--- config.mk ---
export PLATFORM = sky130hd
export DESIGN_NAME = reg_file_flat
export DESIGN_NICKNAME = d
export VERILOG_FILES = /design/src/rtl/proc_pkg.sv /design/src/rtl/reg_file_if.sv /design/src/rtl/reg_file_scoreboard.sv /design/src/rtl/reg_file.sv /design/src/flat_wrapper.sv
export SDC_FILE = /design/constraint.sdc
export NUM_CORES = 2
export LEC_CHECK = 0
export CAP_MARGIN = 20
export CORE_MARGIN = 3
export CORE_UTILIZATION = 25
export CTS_CLUSTER_DIAMETER = 60
export DETAILED_ROUTE_END_ITERATION = 7
export HOLD_SLACK_MARGIN = 0.08
export PLACE_DENSITY_LB_ADDON = 0.08
export REMOVE_ABC_BUFFERS = 1
export SLEW_MARGIN = 20
export SYNTH_ARGS = -nofsm -noshare
export SYNTH_HDL_FRONTEND = slang
export SYNTH_SLANG_ARGS = --single-unit
--- constraint.sdc ---
create_clock -name clk -period 95.6 [get_ports clk]
set_input_delay 14.34 -clock clk [delete_from_list [all_inputs] [get_ports clk]]
set_output_delay 14.34 -clock clk [all_outputs]
set_load 0.01 [all_outputs]
--- src/rtl/proc_pkg.sv ---
// Shared datapath constants for the processor core.
// Register file widths and the hardwired-zero register index live here.
package proc_pkg;

   localparam int WORD_W     = 32;
   localparam int NREGS      = 32;
   localparam int REG_ADDR_W = 5;
   localparam int REG_ZERO   = 0;

   typedef logic [WORD_W-1:0]     word_t;
   typedef logic [REG_ADDR_W-1:0] reg_addr_t;

endpackage

--- src/rtl/reg_file_if.sv ---
// Decode/writeback facing bus of the register file.
// Master drives addresses, write data and issue marks; slave returns read data and busy flags.
interface reg_file_if
   import proc_pkg::*;
#(
   parameter int WIDTH  = WORD_W,
   parameter int ADDR_W = REG_ADDR_W
);

   logic              we;
   logic [ADDR_W-1:0] waddr;
   logic [WIDTH-1:0]  wdata;
   logic [ADDR_W-1:0] raddr_a;
   logic [WIDTH-1:0]  rdata_a;
   logic              rbusy_a;
   logic [ADDR_W-1:0] raddr_b;
   logic [WIDTH-1:0]  rdata_b;
   logic              rbusy_b;
   logic              set_busy;
   logic [ADDR_W-1:0] set_addr;

   modport master (
      output we, waddr, wdata, raddr_a, raddr_b, set_busy, set_addr,
      input  rdata_a, rbusy_a, rdata_b, rbusy_b
   );

   modport slave (
      input  we, waddr, wdata, raddr_a, raddr_b, set_busy, set_addr,
      output rdata_a, rbusy_a, rdata_b, rbusy_b
   );

endinterface

--- src/rtl/reg_file_scoreboard.sv ---
// Pending-write tracker: one busy bit per register, set on issue, cleared on writeback.
// Set beats clear on the same register because the newly issued producer is still in flight.
module reg_file_scoreboard
   import proc_pkg::*;
#(
   parameter int DEPTH    = NREGS,
   parameter int ZERO_REG = 1,
   parameter int BYPASS   = 1,
   parameter int ADDR_W   = $clog2(DEPTH)
) (
   input  logic              clk,
   input  logic              reset,
   input  logic              set,
   input  logic [ADDR_W-1:0] set_addr,
   input  logic              clr,
   input  logic [ADDR_W-1:0] clr_addr,
   input  logic [ADDR_W-1:0] raddr_a,
   input  logic [ADDR_W-1:0] raddr_b,
   output logic              rbusy_a,
   output logic              rbusy_b
);

   localparam logic [ADDR_W:0]   DEPTH_L   = (ADDR_W+1)'(DEPTH);
   localparam logic [ADDR_W-1:0] ZERO_ADDR = ADDR_W'(REG_ZERO);

   logic [DEPTH-1:0] busy;
   logic [DEPTH-1:0] busyNext;
   logic             setOk;

   function automatic logic inRange(input logic [ADDR_W-1:0] a);
      return {1'b0, a} < DEPTH_L;
   endfunction

   // The zero register never has a producer, so issue marks against it are dropped.
   assign setOk = set && inRange(set_addr) && !((ZERO_REG != 0) && (set_addr == ZERO_ADDR));

   // Clear first, then set, so a same-register collision leaves the bit high.
   always_comb begin
      busyNext = busy;
      if (clr) begin
         busyNext[clr_addr] = 1'b0;
      end
      if (setOk) begin
         busyNext[set_addr] = 1'b1;
      end
   end

   // Busy vector, wiped by the asynchronous reset.
   always_ff @(posedge clk or posedge reset) begin
      if (reset) begin
         busy <= '0;
      end else begin
         busy <= busyNext;
      end
   end

   // A writeback landing this cycle already satisfies the reader unless it is re-issued too.
   assign rbusy_a = inRange(raddr_a) &&
                    (((BYPASS != 0) && clr && (clr_addr == raddr_a)) ?
                       (setOk && (set_addr == raddr_a)) : busy[raddr_a]);

   assign rbusy_b = inRange(raddr_b) &&
                    (((BYPASS != 0) && clr && (clr_addr == raddr_b)) ?
                       (setOk && (set_addr == raddr_b)) : busy[raddr_b]);

endmodule

--- src/rtl/reg_file.sv ---
// General-purpose register file: one synchronous write port, two combinational read ports,
// optional write-to-read bypass and hardwired zero register, plus a RAW hazard scoreboard.
module reg_file
   import proc_pkg::*;
#(
   parameter int WIDTH    = WORD_W,
   parameter int DEPTH    = NREGS,
   parameter int ZERO_REG = 1,
   parameter int BYPASS   = 1,
   parameter int ADDR_W   = $clog2(DEPTH)
) (
   input  logic      clk,
   input  logic      reset,
   reg_file_if.slave bus
);

   localparam logic [ADDR_W:0]   DEPTH_L   = (ADDR_W+1)'(DEPTH);
   localparam logic [ADDR_W-1:0] ZERO_ADDR = ADDR_W'(REG_ZERO);

   logic [WIDTH-1:0] regs [DEPTH];
   logic             wrOk;
   logic             setReq;
   logic             bypA;
   logic             bypB;

   // True for addresses that hold real storage: in range and not the hardwired zero.
   function automatic logic addrLegal(input logic [ADDR_W-1:0] a);
      return ({1'b0, a} < DEPTH_L) && !((ZERO_REG != 0) && (a == ZERO_ADDR));
   endfunction

   // Reset masks the write port so nothing leaks through the bypass while it is held.
   assign wrOk   = bus.we && addrLegal(bus.waddr) && !reset;
   assign setReq = bus.set_busy && !reset;

   // Register storage.
   always_ff @(posedge clk or posedge reset) begin
      if (reset) begin
         for (int i = 0; i < DEPTH; i++) begin
            regs[i] <= '0;
         end
      end else if (wrOk) begin
         regs[bus.waddr] <= bus.wdata;
      end
   end

   assign bypA = (BYPASS != 0) && wrOk && (bus.waddr == bus.raddr_a);
   assign bypB = (BYPASS != 0) && wrOk && (bus.waddr == bus.raddr_b);

   assign bus.rdata_a = !addrLegal(bus.raddr_a) ? '0 : (bypA ? bus.wdata : regs[bus.raddr_a]);
   assign bus.rdata_b = !addrLegal(bus.raddr_b) ? '0 : (bypB ? bus.wdata : regs[bus.raddr_b]);

   reg_file_scoreboard #(
      .DEPTH    (DEPTH),
      .ZERO_REG (ZERO_REG),
      .BYPASS   (BYPASS),
      .ADDR_W   (ADDR_W)
   ) u_scoreboard (
      .clk      (clk),
      .reset    (reset),
      .set      (setReq),
      .set_addr (bus.set_addr),
      .clr      (wrOk),
      .clr_addr (bus.waddr),
      .raddr_a  (bus.raddr_a),
      .raddr_b  (bus.raddr_b),
      .rbusy_a  (bus.rbusy_a),
      .rbusy_b  (bus.rbusy_b)
   );

endmodule

--- src/flat_wrapper.sv ---
// flat-port wrapper written by rule: the top's interface ports become plain ports
module reg_file_flat import proc_pkg::*;
#(
   parameter int WIDTH    = WORD_W,
   parameter int DEPTH    = NREGS,
   parameter int ZERO_REG = 1,
   parameter int BYPASS   = 1,
   parameter int ADDR_W   = $clog2(DEPTH)
)
  (clk, reset, bus_we, bus_waddr, bus_wdata, bus_raddr_a, bus_raddr_b, bus_set_busy, bus_set_addr, bus_rdata_a, bus_rbusy_a, bus_rdata_b, bus_rbusy_b);
  reg_file_if #(.WIDTH(WIDTH), .ADDR_W(ADDR_W)) bus_i ();
  input  logic clk;
  input  logic reset;
  input wire logic [$bits(bus_i.we)-1:0] bus_we;
  input wire logic [$bits(bus_i.waddr)-1:0] bus_waddr;
  input wire logic [$bits(bus_i.wdata)-1:0] bus_wdata;
  input wire logic [$bits(bus_i.raddr_a)-1:0] bus_raddr_a;
  input wire logic [$bits(bus_i.raddr_b)-1:0] bus_raddr_b;
  input wire logic [$bits(bus_i.set_busy)-1:0] bus_set_busy;
  input wire logic [$bits(bus_i.set_addr)-1:0] bus_set_addr;
  output wire logic [$bits(bus_i.rdata_a)-1:0] bus_rdata_a;
  output wire logic [$bits(bus_i.rbusy_a)-1:0] bus_rbusy_a;
  output wire logic [$bits(bus_i.rdata_b)-1:0] bus_rdata_b;
  output wire logic [$bits(bus_i.rbusy_b)-1:0] bus_rbusy_b;
  assign bus_i.we = bus_we;
  assign bus_i.waddr = bus_waddr;
  assign bus_i.wdata = bus_wdata;
  assign bus_i.raddr_a = bus_raddr_a;
  assign bus_i.raddr_b = bus_raddr_b;
  assign bus_i.set_busy = bus_set_busy;
  assign bus_i.set_addr = bus_set_addr;
  assign bus_rdata_a = bus_i.rdata_a;
  assign bus_rbusy_a = bus_i.rbusy_a;
  assign bus_rdata_b = bus_i.rdata_b;
  assign bus_rbusy_b = bus_i.rbusy_b;
  reg_file #(.WIDTH(WIDTH), .DEPTH(DEPTH), .ZERO_REG(ZERO_REG), .BYPASS(BYPASS), .ADDR_W(ADDR_W)) u_core (.clk(clk), .reset(reset), .bus(bus_i));
endmodule
== Word-level counts from Yosys, hierarchy flattened ==
Index checks and enable logic that the tools add are counted.
Storage, ports and cells
  bits in registers: 1056
  input port bits: 56
  output and inout port bits: 66
  logic and storage cells: 96
Operators by class
  order comparisons: 10
  equal/unequal tests: 4
  multiplexer cells: 25
  bitwise logic cells: 6
  reductions and logical operators: 18
Operator list (count)
  1024-bit bitwise mux: 1
  32-bit 2-to-1 mux: 11
  32-bit binary-select mux with 5-bit select: 2
  32-bit demux with 5-bit select: 1
  32-bit bitwise AND: 1
  32-bit inverter: 1
  32-bit OR: 1
  5-bit by 6-bit < comparator with 1-bit output (second input constant): 4
  5-bit equality test: 4
  5-bit zero test: 4
  6-bit greater-or-equal comparator (second input constant): 3
  5-bit inverter with 6-bit output: 3
  1-bit logical AND: 11
  1-bit binary-select mux with 5-bit select: 2
  1-bit demux with 5-bit select: 2
  5-bit by 1-bit greater-or-equal comparator with 1-bit output (second input constant): 2
  6-bit by 1-bit < comparator with 1-bit output (second input constant): 1
  1-bit 2-to-1 mux: 6
  1-bit zero test: 3

== Longest topological paths before layout ==
  depth after elaboration: 9
  depth in mapped cells: 9
  gate-level depth less buffers: 5

== Cells and area by module ==
Synthesis repeated with hierarchy kept, for this count alone.
Second synthesis, totals
  cell total of the unflattened synthesis: 4022
  area, all modules: 57700.3 um^2
Modules (own cells, without submodules)
  reg_file: times used 1, cells each 3811, area an instance 55502.0 um^2
  reg_file_scoreboard: times used 1, cells each 211, area an instance 2198.4 um^2

== Worst setup path after synthesis ==
No wires, ideal clock.
  kind: input-to-output
  start point: input bus_raddr_a[2]
  end point: output bus_rdata_a[30]
  arrival time: 15.872 ns
  required time: 81.260 ns
  setup slack: 65.388 ns
  stages on the path: 8
  path buffers: 3
  cell sequence: buf_2 or3b_2 clkbuf_1 clkbuf_1 o22ai_1 a2111oi_0 a211oi_1 nor3_1
Between the ends
  word-level cells in the longest chain between the ends: 6
  elaborated cells on any way between the ends: 9
RTL lines
  start, declared: RTL line flat_wrapper.sv:17  | input wire logic [$bits(bus_i.raddr_a)-1:0] bus_raddr_a;
  5-bit inverter with 6-bit output (implied by the code): RTL line reg_file.sv:49  | assign bus.rdata_a = !addrLegal(bus.raddr_a) ? '0 : (bypA ? bus.wdata : regs[bus.raddr_a]);
  32-bit binary-select mux with 5-bit select: RTL line reg_file.sv:49
  32-bit 2-to-1 mux (implied by the code) (2 in series): RTL line reg_file.sv:49
  32-bit 2-to-1 mux: RTL line reg_file.sv:49
  32-bit 2-to-1 mux *: RTL line reg_file.sv:49
  end, declared: RTL line flat_wrapper.sv:21  | output wire logic [$bits(bus_i.rdata_a)-1:0] bus_rdata_a;
Mark *: on every way between the ends. The rest lies on a longest branch, timed or not. The select of a mux whose other input is x is not followed.

== Worst setup path after layout ==
  start point: input bus_raddr_a[1]
  end point: output bus_rdata_a[13]
The elaborated chain is that of the path after synthesis.

==> impl_metrics.toml <==
[drt]
vias = 37500
drtAntennaViolNets = 0
wl_um = 233000
drt_iter0_drc = 2804
drc = 0
first_pass_iters = 7
vias_per_cell = 5.26
wl_per_cell_um = 32.7

[timing]
fin_skew_ns = 0
fin_tns_setup_ns = 0
post-route-period-util = 0.351
slew_violations = 0
period_minus_slack_ns = 33.55
finalSetupViolations = 0
rsz0062_at_grt = "false"
max-slew-margin-rel = 0.240
tightest_slew_ns = 1.14
fmax_ghz = 0.0298
hold_viol = 0

[die]
die_area_mm2 = 0.234
core_mm2 = 0.226
die_y_um = 483
start_util = 0.252
chipWidth_um = 483
num_rows = 174
io_pins = 122

[yosys]
yosysWarnings = 0
synth_top_family_by_area = "multiplexers"
synth_xor_area_frac = 0.00308
yosys.area_share.adder = 0
synth-edff-count = 0
synth_flop_cell = "dfrtp_1"
yosysTopAreaCell = "dfrtp_1"
syn-cell-area_mm2 = 0.0569
ys_types = 56
ys_seq_area_frac = 0.464
synth_top_area_frac = 0.464
ys_seq_elements = 1056
async_flop_share = 1.00
muxShareOfSynthArea = 0.407
synth_commonest_cells = "mux2_2 (1,176), dfrtp_1 (1,056), mux4_2 (402)"
synth.most_common_cell = "mux2_2"
synthCells = 4079
yosys-top-cells-area = "dfrtp_1 (46%), mux2_2 (23%), mux4_2 (16%), o22ai_1 (2.1%), buf_2 (1.5%)"
synth-compound-area-share = 0.0355
synthSimpleGateAreaFrac = 0.0502
synth_area_per_cell_um2 = 14.0

[grt]
grt_usage = 0.197
grt_max_degree = 147
grt_pass1_vias = 39100
grt_pass1_wl_um = 324000
grt_overflow = 0
antenna_found_initial = 10

[critical_path]
worstPathMaxFanout = 62
crit_arrival_ns = 19.21
end_kind = "primary output"
critPathKind = "primary input to primary output"
required_ns = 81.26
start_kind = "primary input"

[pwr]
power_density_mw_per_mm2 = 20.2
worst_ir_drop_vdd_mv = 0.0168
total_power_mw = 1.34
power_leakage_nw = 28.8

[clock_tree]
root_buffer = "clkbuf_16"
cts_htree_levels = 4
cts_made_buffers = 147
cts.clk_slew.worst_paths_ns = 0.05
clockBufferDepth = 3
cts_resized = 0
cts_num_sinks = 1056
cts_tree = "yes"
clock_latency_ns = 0.78
holdBufCountCts = 0
post-cts-setup-buffers = 0

[min_path]
hold_path.class = "flop to flop"

[place]
gp_congestion = 0.714
place.detailed.hpwl_um = 128000
io_buffers = 121
placed_area_mm2 = 0.0611

[flow_run]
cap_violations = 0

[layout]
final_cell_area_mm2 = 0.0662
fillCellCount = 22700
nNetsFinal = 4080
area_growth_pct = 16.2
drive_gt1_frac = 0.489

[outcome]
status = "complete, no violations"
[worst paths after layout]
| kind | slack, ns | cells past startpoint | end | start |
|---|---|---|---|---|
| min reg2reg | 0.39 | 0 | u_core.u_scoreboard.busy[0] | u_core.u_scoreboard.busy[0] |
| max reg2reg | 94.79 | 1 | u_core.regs[494] | u_core.regs[494] |
| max | 62.05 | 10 | bus_rdata_a[13] | bus_raddr_a[1] |
| max in group asynchronous | 77.29 | 6 | u_core.regs[784] | reset |
| min in group asynchronous | 14.25 | 2 | u_core.u_scoreboard.busy[2] | reset |
| min | 0.39 | 0 | u_core.u_scoreboard.busy[0] | u_core.u_scoreboard.busy[0] |
[stage by stage]
step	std cells	hold WS [ns]	worst slack (ns)	util
2_1_floorplan	3616	0.365	51.54	-
3_3_place_gp	6866	0.383	61.77	0.271
3_5_place_dp	6867	0.385	61.89	0.271
4_1_cts	7129	0.397	61.88	0.293
5_1_grt	7130	0.405	61.85	0.293
6_report	7130	0.394	62.05	0.293
[kinds of logic (layout without fill, tap and decap cells)]
| logic type | after synthesis | count (layout) |
|---|---|---|
| buf+inv | 482 | 540 |
| mux | 1663 | 1663 |
| compound gates | 294 | 294 |
| xor+xnor | 20 | 20 |
| simple gates | 564 | 564 |
| flops | 1056 | 1056 |
| other cells | 0 | 1 |
[power breakdown]
part	internal, mW	leakage [nW]	switching (mW)
sequential	0.505	14.0	0.0408
clock	0.354	2.49	0.222
combinational	0.117	12.3	0.0956
[final cells by class]
type	count	area, um2	share of cell area
diodes	1	2.50	0.0000378
clock buffers	211	4350	0.0658
clock inverters	51	706	0.0107
inverters	19	80.1	0.00121
multi-input cells	2541	28500	0.431
flip-flops and latches	1056	26400	0.399
well taps	2992	3740	0.0566
repair buffers	259	2350	0.0355
[worst max-delay path: stages]
cell and delay, ns:
buf_8 0.41, buf_12 0.46, buf_4 0.78, buf_4 0.75, mux4_2 0.33, nor2_1 0.05, nor4_1 0.39, nor3_1 0.10
nor3_1 0.65, clkdlybuf4s50_1 0.67
[sequential cells by signal, indices dropped and copies added, names as in the netlist]
| register | flops |
|---|---|
| u_core.regs | 1024 |
| u_core.u_scoreboard.busy | 32 |
[layer usage]
layer | global-route usage | share of wire | vias to the layer above
met2 | 0.297 | 0.44 | 949
met5 | 0 | 0 | -
li1 | - | - | 15600
met3 | 0.0366 | 0.050 | 287
met4 | 0.0481 | 0.023 | 0
met1 | 0.289 | 0.49 | 20700
[cell usage in the layout (no fill, tap or decap), drive strengths merged, types with 3 or more instances in the layout]
cell           synthesis  final
dfrtp               1056   1056
or2                    3      3
buf                  270    144
xnor2                 10     10
nand2b                 7      7
nand4                  3      3
inv                   18     27
clkdlybuf4s50          0    115
mux2                1180   1180
nand3b                 5      5
a221oi                31     31
mux2i                 81     81
nor2b                  5      5
nor3b                 35     35
a21oi                  4      4
clkinvlp               0      4
nor2                 213    213
or3                    3      3
clkinv                 1     25
nand2                 40     40
a22o                  12     12
bufinv                 0     14
mux4                 402    402
o21ai                 14     14
nand3                  5      5
and2                   4      4
xor2                  10     10
or3b                   3      3
nor3                 164    164
nor4                  65     65
o221ai                32     32
o22ai                192    192
clkbuf               193    211
(Power assumes the default switching activity.)
